===== src/rtl/m2s_desc_sched.sv =====
// Descriptor scheduler for the memory-to-stream read engine: queues (address, byte-count)
// descriptors and issues them to the engine as chunks that never cross a 4 KB boundary.
module m2s_desc_sched #(
    parameter int AXI_WIDTH_AD = 32,
    parameter int AXI_WIDTH_DA = 64,
    parameter int WIDTH_LEN    = 16,
    parameter int DEPTH        = 4,
    parameter int MAX_CHUNK    = 256,
    parameter int TIMEOUT      = 1024
) (
    input  logic                      ACLK,
    input  logic                      ARESET,
    input  logic                      ENABLE,
    input  logic                      DESC_VALID,
    output logic                      DESC_READY,
    input  logic [AXI_WIDTH_AD-1:0]   DESC_ADDR,
    input  logic [WIDTH_LEN-1:0]      DESC_BNUM,
    input  logic                      FLUSH,
    output logic                      ENG_GO,
    output logic [AXI_WIDTH_AD-1:0]   ENG_ADDR,
    output logic [12:0]               ENG_BNUM,
    input  logic                      ENG_BUSY,
    input  logic                      ENG_DONE,
    output logic [$clog2(DEPTH):0]    PEND,
    output logic                      BUSY,
    output logic [15:0]               DONE_CNT,
    input  logic                      IRQ_EN,
    output logic                      IRQ,
    input  logic                      IRQ_CLR,
    output logic                      ERR,
    input  logic                      ERR_CLR
);

    localparam int AW = $clog2(AXI_WIDTH_DA / 8);
    localparam int PW = $clog2(DEPTH);
    localparam int TW = $clog2(TIMEOUT + 1);
    localparam int CW = (WIDTH_LEN > 13) ? WIDTH_LEN + 1 : 14;

    typedef enum logic [2:0] {
        S_IDLE = 3'd0,
        S_LOAD = 3'd1,
        S_GO   = 3'd2,
        S_WAIT = 3'd3,
        S_ERR  = 3'd4
    } state_t;

    // Sub-beat address/length bits are meaningless to the engine and are dropped.
    function automatic logic [AXI_WIDTH_AD-1:0] align_addr(input logic [AXI_WIDTH_AD-1:0] a);
        return (a >> AW) << AW;
    endfunction

    function automatic logic [WIDTH_LEN-1:0] align_len(input logic [WIDTH_LEN-1:0] l);
        return (l >> AW) << AW;
    endfunction

    logic [AXI_WIDTH_AD-1:0] addr_mem_r [DEPTH];
    logic [WIDTH_LEN-1:0]    bnum_mem_r [DEPTH];
    logic [PW-1:0]           wr_ptr_r;
    logic [PW-1:0]           rd_ptr_r;
    logic [PW:0]             count_r;

    state_t                  state_r;
    state_t                  state_nx;
    logic [AXI_WIDTH_AD-1:0] cur_addr_r;
    logic [WIDTH_LEN-1:0]    cur_rem_r;
    logic [AXI_WIDTH_AD-1:0] eng_addr_r;
    logic [12:0]             eng_bnum_r;
    logic                    eng_go_r;
    logic [TW-1:0]           tmo_r;
    logic                    busy_r;
    logic [15:0]             done_cnt_r;
    logic                    irq_r;
    logic                    err_r;

    logic                    push_s;
    logic                    pop_s;
    logic                    rem_zero_s;
    logic                    last_chunk_s;
    logic                    issue_s;
    logic                    complete_s;
    logic                    tmo_hit_s;
    logic [12:0]             bnd_s;
    logic [CW-1:0]           chunk_a_s;
    logic [CW-1:0]           chunk_s;

    assign DESC_READY = !ARESET && (count_r != (PW+1)'(DEPTH));
    assign push_s     = DESC_VALID && DESC_READY && !FLUSH;
    assign pop_s      = (state_r == S_IDLE) && ENABLE && (count_r != '0) && !FLUSH;

    // Chunk = min(remaining, MAX_CHUNK, bytes left in this 4 KB page); the page term is 1..4096.
    assign bnd_s     = 13'h1000 - {1'b0, cur_addr_r[11:0]};
    assign chunk_a_s = (CW'(cur_rem_r) < CW'(MAX_CHUNK)) ? CW'(cur_rem_r) : CW'(MAX_CHUNK);
    assign chunk_s   = (chunk_a_s < CW'(bnd_s)) ? chunk_a_s : CW'(bnd_s);

    assign rem_zero_s   = (cur_rem_r == '0);
    assign last_chunk_s = (CW'(cur_rem_r) == CW'(eng_bnum_r));
    assign issue_s      = ((state_r == S_LOAD) && !rem_zero_s && !ENG_BUSY) ||
                          ((state_r == S_GO) && !ENG_BUSY);
    assign complete_s   = ((state_r == S_LOAD) && rem_zero_s) ||
                          ((state_r == S_WAIT) && ENG_DONE && last_chunk_s);
    assign tmo_hit_s    = (state_r == S_WAIT) && !ENG_DONE && (tmo_r == TW'(TIMEOUT - 1));

    // Descriptor storage; contents need no reset because occupancy gates every read.
    always_ff @(posedge ACLK) begin
        if (push_s) begin
            addr_mem_r[wr_ptr_r] <= DESC_ADDR;
            bnum_mem_r[wr_ptr_r] <= DESC_BNUM;
        end
    end

    // FIFO pointers and occupancy; a flush drops everything not yet popped.
    always_ff @(posedge ACLK) begin
        if (ARESET) begin
            wr_ptr_r <= '0;
            rd_ptr_r <= '0;
            count_r  <= '0;
        end else if (FLUSH) begin
            rd_ptr_r <= wr_ptr_r;
            count_r  <= '0;
        end else begin
            if (push_s) wr_ptr_r <= wr_ptr_r + PW'(1);
            if (pop_s)  rd_ptr_r <= rd_ptr_r + PW'(1);
            case ({push_s, pop_s})
                2'b10:   count_r <= count_r + (PW+1)'(1);
                2'b01:   count_r <= count_r - (PW+1)'(1);
                default: count_r <= count_r;
            endcase
        end
    end

    // State register.
    always_ff @(posedge ACLK) begin
        if (ARESET) state_r <= S_IDLE;
        else        state_r <= state_nx;
    end

    // Next-state decode; LOAD issues directly when the engine is already free.
    always_comb begin
        state_nx = state_r;
        case (state_r)
            S_IDLE: begin
                if (pop_s) state_nx = S_LOAD;
                else       state_nx = S_IDLE;
            end
            S_LOAD: begin
                if (rem_zero_s)     state_nx = S_IDLE;
                else if (!ENG_BUSY) state_nx = S_WAIT;
                else                state_nx = S_GO;
            end
            S_GO: begin
                if (!ENG_BUSY) state_nx = S_WAIT;
                else           state_nx = S_GO;
            end
            S_WAIT: begin
                if (ENG_DONE)       state_nx = last_chunk_s ? S_IDLE : S_LOAD;
                else if (tmo_hit_s) state_nx = S_ERR;
                else                state_nx = S_WAIT;
            end
            S_ERR: begin
                if (ERR_CLR) state_nx = S_IDLE;
                else         state_nx = S_ERR;
            end
            default: state_nx = S_IDLE;
        endcase
    end

    // Datapath, engine command registers and status flags.
    always_ff @(posedge ACLK) begin
        if (ARESET) begin
            cur_addr_r <= '0;
            cur_rem_r  <= '0;
            eng_addr_r <= '0;
            eng_bnum_r <= '0;
            eng_go_r   <= 1'b0;
            tmo_r      <= '0;
            busy_r     <= 1'b0;
            done_cnt_r <= '0;
            irq_r      <= 1'b0;
            err_r      <= 1'b0;
        end else begin
            if (pop_s) begin
                cur_addr_r <= align_addr(addr_mem_r[rd_ptr_r]);
                cur_rem_r  <= align_len(bnum_mem_r[rd_ptr_r]);
            end else if ((state_r == S_WAIT) && ENG_DONE) begin
                cur_addr_r <= cur_addr_r + AXI_WIDTH_AD'(eng_bnum_r);
                cur_rem_r  <= cur_rem_r - WIDTH_LEN'(eng_bnum_r);
            end
            if ((state_r == S_LOAD) && !rem_zero_s) begin
                eng_addr_r <= cur_addr_r;
                eng_bnum_r <= chunk_s[12:0];
            end
            eng_go_r <= issue_s;
            if (issue_s)
                tmo_r <= '0;
            else if ((state_r == S_WAIT) && !ENG_DONE)
                tmo_r <= tmo_r + TW'(1);
            busy_r <= (state_nx != S_IDLE);
            if (complete_s) done_cnt_r <= done_cnt_r + 16'd1;
            if (complete_s && IRQ_EN) irq_r <= 1'b1;
            else if (IRQ_CLR)         irq_r <= 1'b0;
            if (tmo_hit_s)    err_r <= 1'b1;
            else if (ERR_CLR) err_r <= 1'b0;
        end
    end

    assign ENG_GO   = eng_go_r;
    assign ENG_ADDR = eng_addr_r;
    assign ENG_BNUM = eng_bnum_r;
    assign PEND     = count_r;
    assign BUSY     = busy_r;
    assign DONE_CNT = done_cnt_r;
    assign IRQ      = irq_r;
    assign ERR      = err_r;

endmodule

===== config.mk =====
export PLATFORM = sky130hd
export DESIGN_NAME = m2s_desc_sched
export DESIGN_NICKNAME = d
export VERILOG_FILES = /design/src/rtl/m2s_desc_sched.sv
export SDC_FILE = /design/constraint.sdc
export NUM_CORES = 1
export LEC_CHECK = 0
export ABC_AREA = 1
export BUFFER_PORTS_ARGS = -buffer_cell sky130_fd_sc_hd__buf_2
export CAP_MARGIN = 10
export CORE_MARGIN = 1.5
export CORE_UTILIZATION = 65
export DETAILED_ROUTE_END_ITERATION = 7
export GPL_TIMING_DRIVEN = 1
export PLACE_DENSITY_LB_ADDON = 0.15
export SYNTH_ARGS = -nofsm -noshare
export SYNTH_HDL_FRONTEND = slang
export SYNTH_SLANG_ARGS = --single-unit

===== constraint.sdc =====
create_clock -name ACLK -period 5.9 [get_ports ACLK]
set_input_delay 0 -clock ACLK [delete_from_list [all_inputs] [get_ports ACLK]]
set_output_delay 0 -clock ACLK [all_outputs]
set_load 0.03 [all_outputs]

---- Word-level counts from Yosys, hierarchy flattened ----
Memories as Yosys holds them, arrays and structs flattened. A register that Yosys moved wholly into a read port is not among the register bits.
Cells that the tools add are included.
word-level totals
  bits in registers ....................... 134
  memory bits (writable) .................. 192
  input bits .............................. 58
  output and inout port bits .............. 69
  logic and storage cells ................. 101
  memories ................................ 2
memories
  memory      words  width  read ports  clocked after Yosys merged registers in  write ports  RTL line  source
  addr_mem_r  4      32     1           1                                        1            56        logic [AXI_WIDTH_AD-1:0] addr_mem_r [DEPTH];
  bnum_mem_r  4      16     1           1                                        1            57        logic [WIDTH_LEN-1:0] bnum_mem_r [DEPTH];
operators by class
  add/subtract/negate cells ............... 9
  order comparisons ....................... 2
  equality and inequality tests ........... 9
  multiplexer cells ....................... 27
  bitwise gates (word level) .............. 1
  reductions and logical operators ........ 35
operator list
  operator                number
  $mux 32                 2
  $mux 16                 3
  $add 32x13->32          1
  $add 16x1->16 const B   1
  $eq 16x13->1            1
  $logic_not 16->1        1
  $lt 16x13->1            1
  $lt 16x9->1 const B     1
  $sub 16x13->16          1
  $logic_and 1x1->1       15
  $pmux 3 s5              1
  $mux 2                  7
  $mux 13                 1
  $sub 13x12->13 const A  1
  $add 11x1->11 const B   1
  $eq 11x10->1 const B    1
  $reduce_bool 2->1       5
  $mux 1                  9
  $mux 3                  3
  $eq 3x2->1 const B      2
  $pmux 3 s2              1
  $reduce_bool 3->1       2
  $reduce_or 2->1         3
  $logic_not 1->1         5
  12 further kinds        14

---- Logic depth before layout (Yosys ltp) ----
Gate-level depths: netlist of the first run.
  depth in word-level cells ............... 8
  mapped depth ............................ 18
  depth with buffers taken out ............ 17

---- Least setup slack after synthesis of the first run ----
OpenSTA, ideal clock, no wires.
  path kind ............................... reg2reg
  start ................................... register count_r[1], in the netlist PEND[1]
  end ..................................... memory addr_mem_r[0][10] (enable)
  library setup time ...................... 0.442 ns
  data arrival time ....................... 3.530 ns
  data required time ...................... 5.458 ns
  setup slack ............................. 1.928 ns
  stages on the path, launching flop included .. 5
  path through ............................ dfxtp_1 -> inv_1 -> a31oi_1 -> nand3_1 -> nor2_1
between the ends
  cells in the longest elaborated chain, start to end .. 6
ends and longest elaborated chain
  item                            RTL line  source
  start: declaration              60        logic [PW:0] count_r;
  start signal: assignment        124       2'b10: count_r <= count_r + (PW+1)'(1);
  start signal: assignment        125       2'b01: count_r <= count_r - (PW+1)'(1);
  start signal: assignment        126       default: count_r <= count_r;
  $ne 3x3->1                      86        assign DESC_READY = !ARESET && (count_r != (PW+1)'(DEPTH));
  $logic_and 1x1->1               86
  net DESC_READY                  15        output logic DESC_READY,
  $logic_and 1x1->1 (2 in a row)  87        assign push_s = DESC_VALID && DESC_READY && !FLUSH;
  $mux 1                          105       if (push_s) begin
  $mux 1 (not written as such)    106       addr_mem_r[wr_ptr_r] <= DESC_ADDR;
  end: declaration                56
The timed path passes the listed nets, and every way through them passes these cells.

---- Final worst setup path of the first run ----
  start ................................... register cur_addr_r[1]
  end ..................................... register eng_bnum_r[1], in the netlist ENG_BNUM[1]
between the ends
  cells in the longest elaborated chain, start to end .. 3
ends and longest elaborated chain
  item                      RTL line  source
  start: declaration        64        logic [AXI_WIDTH_AD-1:0] cur_addr_r;
  start signal: assignment  182       cur_addr_r <= align_addr(addr_mem_r[rd_ptr_r]);
  start signal: assignment  185       cur_addr_r <= cur_addr_r + AXI_WIDTH_AD'(eng_bnum_r);
  $sub 13x12->13 (*)        91        assign bnd_s = 13'h1000 - {1'b0, cur_addr_r[11:0]};
  $lt 16x13->1              93        assign chunk_s = (chunk_a_s < CW'(bnd_s)) ? chunk_a_s : CW'(bnd_s);
  $mux 13 (*)               93
  end signal: assignment    190       eng_bnum_r <= chunk_s[12:0];
  end: declaration          67        logic [12:0] eng_bnum_r;
Mark *: on every way between the ends. The rest lies on a longest branch, timed or not.
A chain may end at the register's enable or synchronous reset.

==> flow_metrics.env, run 1 <==
export IMPL_max_freq_mhz=294
export IMPL_routedWlPerCell_um=17.4
export IMPL_worstHoldStart="ARESET"
export IMPL_cts_buffer_depth=3
export IMPL_syn_mean_instance_area_um2=8.87
export IMPL_crit_type="register to register"
export IMPL_wl_met1_um=15300
export IMPL_synth_ff_type="edfxtp_1"
export IMPL_regToRegSetupSlack_ns=2.50
export IMPL_coreArea_um2=21800
export IMPL_synth_distinct_cells=54
export IMPL_ctsRootBufferMaster="clkbuf_16"
export IMPL_insertion_delay_ns=0.58
export IMPL_synth_xor_area_share_pct=0.968
export IMPL_start_util_pct=66.3
export IMPL_cp_data_required_time_ns=6.39
export IMPL_yosys_area_share_simple_pct=19.2
export IMPL_grt_pass1_vias=11700
export IMPL_drc=0
export IMPL_port_buffers=120
export IMPL_die_h_um=152
export IMPL_clock_sinks=304
export IMPL_dr_max_layer_used="met4"
export IMPL_synth_top_family_by_area="simple AND/OR/NAND/NOR gates"
export IMPL_rsz0062_at_grt="no"
export IMPL_synthCells=1632
export IMPL_setup_slack_ns=2.50
export IMPL_grt_start_max_net_pins=96
export IMPL_crit_arrival_ns=3.89
export IMPL_ys_seq_elements=304
export IMPL_p_leak_nw=6.89
export IMPL_synth_edf_count=168
export IMPL_vdd_drop_max_v=0.000263
export IMPL_setup_violations=0
export IMPL_layout_drive_gt1_share_pct=13.5
export IMPL_critPathLaunchType="register"
export IMPL_gp_congestion=0.961
export IMPL_finalHoldViolations=0
export IMPL_finClkSkew_ns=0.0134
export IMPL_grt_usage_pct=31.1
export IMPL_fin_setup_tns_ns=0
export IMPL_cp_max_fo=13
export IMPL_synth_compound_area_share_pct=15.0
export IMPL_cts_made_buffers=31
export IMPL_tightest_slew_ns=0.979
export IMPL_cp_end_kind="register"
export IMPL_slew_headroom_pct=34.6
export IMPL_status="completed"
export IMPL_holdPathEnd="ENG_GO"
export IMPL_synthesis_area_um2=14500
export IMPL_synth_top_area_share_pct=34.8
export IMPL_overflow=0
export IMPL_die_area_um2=23200
export IMPL_synthMuxAreaShare_pct=0
export IMPL_die_w_um=152
export IMPL_min_path_type="primary input to register"
export IMPL_row_count=54
export IMPL_yosys_top_cells_area="edfxtp_1, dfxtp_1, nand2_1, a21oi_1, inv_1"
export IMPL_cap_violations=0
export IMPL_r2r_end="ENG_BNUM[1]"
export IMPL_nNetsFinal=1893
export IMPL_rr_startpoint="cur_addr_r[1]"
export IMPL_cts_htree_levels=1
export IMPL_yosysTopAreaCell="edfxtp_1"
export IMPL_antenna_found_initial=0
export IMPL_finalWirelength_um=36400
export IMPL_syn_to_final_growth_pct=16.5
export IMPL_drtIter0Drc=1062
export IMPL_cts_tree="yes"
export IMPL_antennaDiodeCount=0
export IMPL_ys_seq_area_share_pct=53.7
export IMPL_synth_fa_ha_area_share_pct=4.39
export IMPL_async_flop_share_pct=0
export IMPL_final_cell_mix="nand2_1, inv_1, a21oi_1, edfxtp_1, dfxtp_1"
export IMPL_grt_pass1_wl_um=58400
export IMPL_cts_setup_buffers=0
export IMPL_power_density_nw_per_um2=275
export IMPL_post_cts_resized=0
export IMPL_hold_depth=3
export IMPL_min_period_ns=3.40
export IMPL_final_common_cell="nand2_1"
export IMPL_wl_met2_um=17500
export IMPL_clk_pin_slew_ns=0.06
export IMPL_fin_crit_sh_pct=57.6
export IMPL_reg2reg_depth=17
export IMPL_synth_warnings=0
export IMPL_slew_viol_final=0
export IMPL_finalNonFillerCells=2091
export IMPL_via_count=12200
export IMPL_met3_length_um=2850
export IMPL_drtPass1Iterations=6
export IMPL_ioPinCount=127
export IMPL_dp_hpwl_um=22800
export IMPL_viasPerCell=5.85
export IMPL_placed_cells=1984
export IMPL_postRouteAntennaNets=0
export IMPL_place_ws_ns=2.52
-- sequential cells by signal, indices dropped and copies added, names as in the netlist, 11 cells and up, named ones only --
name and count:
cur_rem_r 16, addr_mem_r 116, cur_addr_r 32, tmo_r 11, ENG_ADDR 32, DONE_CNT 16, ENG_BNUM 13, bnum_mem_r 52
-- worst max path at each step --
stage / slack, ns / end / start
after floorplan: 1.93 / addr_mem_r[0][10] / PEND[1]
after global placement: 2.66 / ENG_BNUM[7] / cur_addr_r[1]
after detailed placement: 2.52 / ENG_BNUM[1] / cur_addr_r[1]
after CTS: 2.51 / ENG_BNUM[1] / cur_addr_r[1]
after global routing: 2.17 / ENG_BNUM[8] / cur_addr_r[1]
final: 2.50 / ENG_BNUM[1] / cur_addr_r[1]
-- routing by layer --
metal	up-vias	track usage, %
met4	0	8.97
met2	517	53.2
li1	5917	-
met5	-	0
met1	5715	41.7
met3	77	4.10
-- cell type report --
cell class / instances / area (um2)
Sequential cell: 304 / 7770
Inverter: 186 / 698
Multi-Input combinational cell: 1081 / 5770
Clock inverter: 19 / 246
Timing Repair Buffer: 182 / 1190
Clock buffer: 39 / 836
Tap cell: 280 / 350
Fill cell: 1493 / 4960
-- synth_stat cells, types with 15 or more instances --
| cell | n |
|---|---|
| edfxtp_1 | 168 |
| clkbuf_1 | 38 |
| dfxtp_1 | 136 |
| nor2_1 | 125 |
| nor3_1 | 20 |
| o21ai_0 | 120 |
| a221o_1 | 17 |
| nand2_1 | 298 |
| inv_1 | 179 |
| nand3_1 | 111 |
| a31oi_1 | 29 |
| nand4_1 | 15 |
| ha_1 | 46 |
| a21oi_1 | 174 |
-- what timing repair did --
item | CTS | global route
endpoints found under the hold margin | 183 | 0
setup endpoints to repair | 0 | 0
hold buffers | 49 | 0
-- cells by family after synthesis --
group	after synthesis
simple gates	626
compound gates	386
flops	304
buf+inv	250
fa+ha+maj	49
xor+xnor	16
other cells	1
-- worst max-delay path, cell delays in order, from the launching register on --
cell and delay [ns]:
dfxtp_1 0.35, inv_1 0.15, ha_1 0.23, nand3_1 0.13
nor3_1 0.28, nand2_1 0.13, nor2_1 0.17, nand3_1 0.11
xor2_1 0.22, inv_1 0.07, ha_1 0.27, nand2_1 0.09
o21ai_0 0.12, a21oi_2 0.45, nand2_4 0.21, nand2_1 0.10
nand3_1 0.06, a21oi_1 0.18
-- stage by stage --
step                hold slack (ns)  utilization [%]  instance area [um2]  total power [mW]
floorplan                    0.0989                -                14500              2.50
global route                 0.0918             77.3                16900              4.77
finish                       0.0723             77.3                16900              4.64
global placement              0.212             70.1                15300              2.57
CTS                          0.0485             77.3                16900              4.65
detailed placement            0.215             70.1                15300              2.58
-- power breakdown --
part / switching (mW) / total [mW] / internal, mW
Clock: 0.844 / 2.07 / 1.23
Sequential: 0.0122 / 2.27 / 2.26
Combinational: 0.197 / 0.303 / 0.106
(Power assumes the default switching activity.)
==> inputs of run 2 (changes only) <==
--- a/config.mk
+++ b/config.mk
@@ -9,7 +9,7 @@
 export BUFFER_PORTS_ARGS = -buffer_cell sky130_fd_sc_hd__buf_2
 export CAP_MARGIN = 10
 export CORE_MARGIN = 1.5
-export CORE_UTILIZATION = 65
+export CORE_UTILIZATION = 60
 export DETAILED_ROUTE_END_ITERATION = 7
 export GPL_TIMING_DRIVEN = 1
 export PLACE_DENSITY_LB_ADDON = 0.15
==> constraint.sdc (replaced) <==
create_clock -name ACLK -period 3.3 [get_ports ACLK]
set_input_delay 0 -clock ACLK [delete_from_list [all_inputs] [get_ports ACLK]]
set_output_delay 0 -clock ACLK [all_outputs]
set_load 0.03 [all_outputs]
==> run 2 against run 1 <==
  * Register-to-register slack lost 2.2 ns
  * Combinational power is 79% higher
  * Maximum frequency grew 14%
  * First-iteration DRC count up 2.1%
  * Design area is 0.21% higher
  * Largest power group unchanged
  * Highest routed layer unchanged
==> flow_metrics.env, run 2 (same netlist as run 1, synthesis figures left out) <==
export IMPL_crit_arrival_ns=3.39
export IMPL_largest_registers="addr_mem_r x116, bnum_mem_r x52"
export IMPL_grt_pass1_wl_um=56400
export IMPL_coreArea_um2=23500
export IMPL_cts_buffer_depth=3
export IMPL_critPathMostFrequentCell="nand3_1"
export IMPL_vdd_drop_max_v=0.000613
export IMPL_final_cell_mix="nand2_1, inv_1, a21oi_1, edfxtp_1, dfxtp_1"
export IMPL_min_path_type="primary input to register"
export IMPL_crit_type="register to register"
export IMPL_finalNonFillerCells=2134
export IMPL_slowest_stage="dfxtp_1"
export IMPL_finClkSkew_ns=0.0145
export IMPL_cp_data_required_time_ns=3.72
export IMPL_layout_drive_gt1_share_pct=13.6
export IMPL_dp_hpwl_um=23600
export IMPL_top_register="addr_mem_r"
export IMPL_finalWirelength_um=35900
export IMPL_ctsRootBufferMaster="clkbuf_16"
export IMPL_clk_pin_slew_ns=0.06
export IMPL_ioPinCount=127
export IMPL_cts_htree_levels=1
export IMPL_via_count=12100
export IMPL_grt_usage_pct=28.8
export IMPL_tightest_slew_ns=0.991
export IMPL_finalHoldViolations=0
export IMPL_overflow=0
export IMPL_postRouteAntennaNets=0
export IMPL_crit_path_cell_trace="inv_1, ha_1, nand3_1, nor3_2, nand2_1, nor2_1, nand3_1, xor2_1, inv_1, ha_1, nand2_1, o21ai_0, a21oi_2, buf_4, nand3_1, nand3_1, a21oi_1"
export IMPL_grt_pass1_vias=11300
export IMPL_slew_viol_final=0
export IMPL_critPathBufInv=3
export IMPL_min_period_ns=2.97
export IMPL_setup_slack_ns=0.329
export IMPL_cts_tree="yes"
export IMPL_placed_cells=2029
export IMPL_drtIter0Drc=1084
export IMPL_cap_violations=0
export IMPL_p_leak_nw=6.90
export IMPL_clock_sinks=304
export IMPL_gp_congestion=0.950
export IMPL_status="completed"
export IMPL_syn_to_final_growth_pct=16.7
export IMPL_antenna_found_initial=0
export IMPL_whs_ns=0.0826
export IMPL_fin_setup_tns_ns=0
export IMPL_routedWlPerCell_um=16.8
export IMPL_cp_end_kind="register"
export IMPL_fillers=1826
export IMPL_max_freq_mhz=337
export IMPL_start_util_pct=61.5
export IMPL_viasPerCell=5.66
export IMPL_largest_reg_flops=116
export IMPL_drc=0
export IMPL_die_area_um2=25100
export IMPL_port_buffers=120
export IMPL_placedInstanceArea_um2=15400
export IMPL_insertion_delay_ns=0.58
export IMPL_die_w_um=158
export IMPL_multi_input_area_um2=5780
export IMPL_drtPass1Iterations=5
export IMPL_critPathLaunchType="register"
export IMPL_cp_max_fo=9
export IMPL_nNetsFinal=1899
export IMPL_seqCellArea_um2=7770
export IMPL_fin_area_um2=16900
export IMPL_row_count=56
export IMPL_p_total_mw=8.13
export IMPL_critPathMaxStageDelay_ns=0.34
export IMPL_grt_start_max_net_pins=95
export IMPL_setup_violations=0
export IMPL_final_util_pct=71.8
export IMPL_path_delay_family="simple AND/OR/NAND/NOR gates"
export IMPL_final_common_cell="nand2_1"
export IMPL_antennaDiodeCount=0
export IMPL_cts_made_buffers=31
export IMPL_fin_crit_sh_pct=90.0
export IMPL_place_ws_ns=0.255
export IMPL_die_h_um=158
export IMPL_slew_headroom_pct=33.8
export IMPL_power_density_nw_per_um2=481
## run 2: per-layer routing
layer  vias up  global-route usage [%]  part of all wire (%)
met5         -                       0                     0
met1      5642                    38.8                    43
li1       5932                       -                     -
met4         0                    8.63                   2.4
met2       438                    47.6                    46
met3        74                    5.23                   8.2
## run 2: tightest hold or removal path, cell delays in order
cell	delay, ns
buf_2	0.10
buf_4	0.33
nor2_1	0.18
## run 2: report_power, final
part / switching, mW / internal (mW) / leakage (nW)
Sequential: 0.0216 / 4.04 / 2.61
Clock: 1.47 / 2.06 / 0.501
Combinational: 0.348 / 0.195 / 3.78
Total: 1.83 / 6.29 / 6.90
## run 2: final timing paths
path	start	slack (ns)	endpoint	depth (start not counted)
worst min-delay path	ARESET	0.08	ENG_GO	3
worst max-delay path	cur_addr_r[1]	0.33	ENG_BNUM[8]	17
worst max register to register	cur_addr_r[1]	0.33	ENG_BNUM[8]	17
worst min register to register	ENG_ADDR[24]	0.48	ENG_ADDR[24]	2
## run 2: layout make-up
cell class              count  share of cell area (%)
well taps                 319                    2.36
clock inverters            18                    1.22
inverters                 186                    4.13
clock buffers              38                    4.81
multi-input cells        1081                    34.2
repair buffers            188                    7.30
flip-flops and latches    304                    46.0
## run 2: repair_timing
action	4_1_cts	5_1_grt
endpoints found under the setup margin	0	9
hold buffers	49	0
buffers inserted	0	0
resized for setup	0	1
endpoints found under the hold margin	183	0
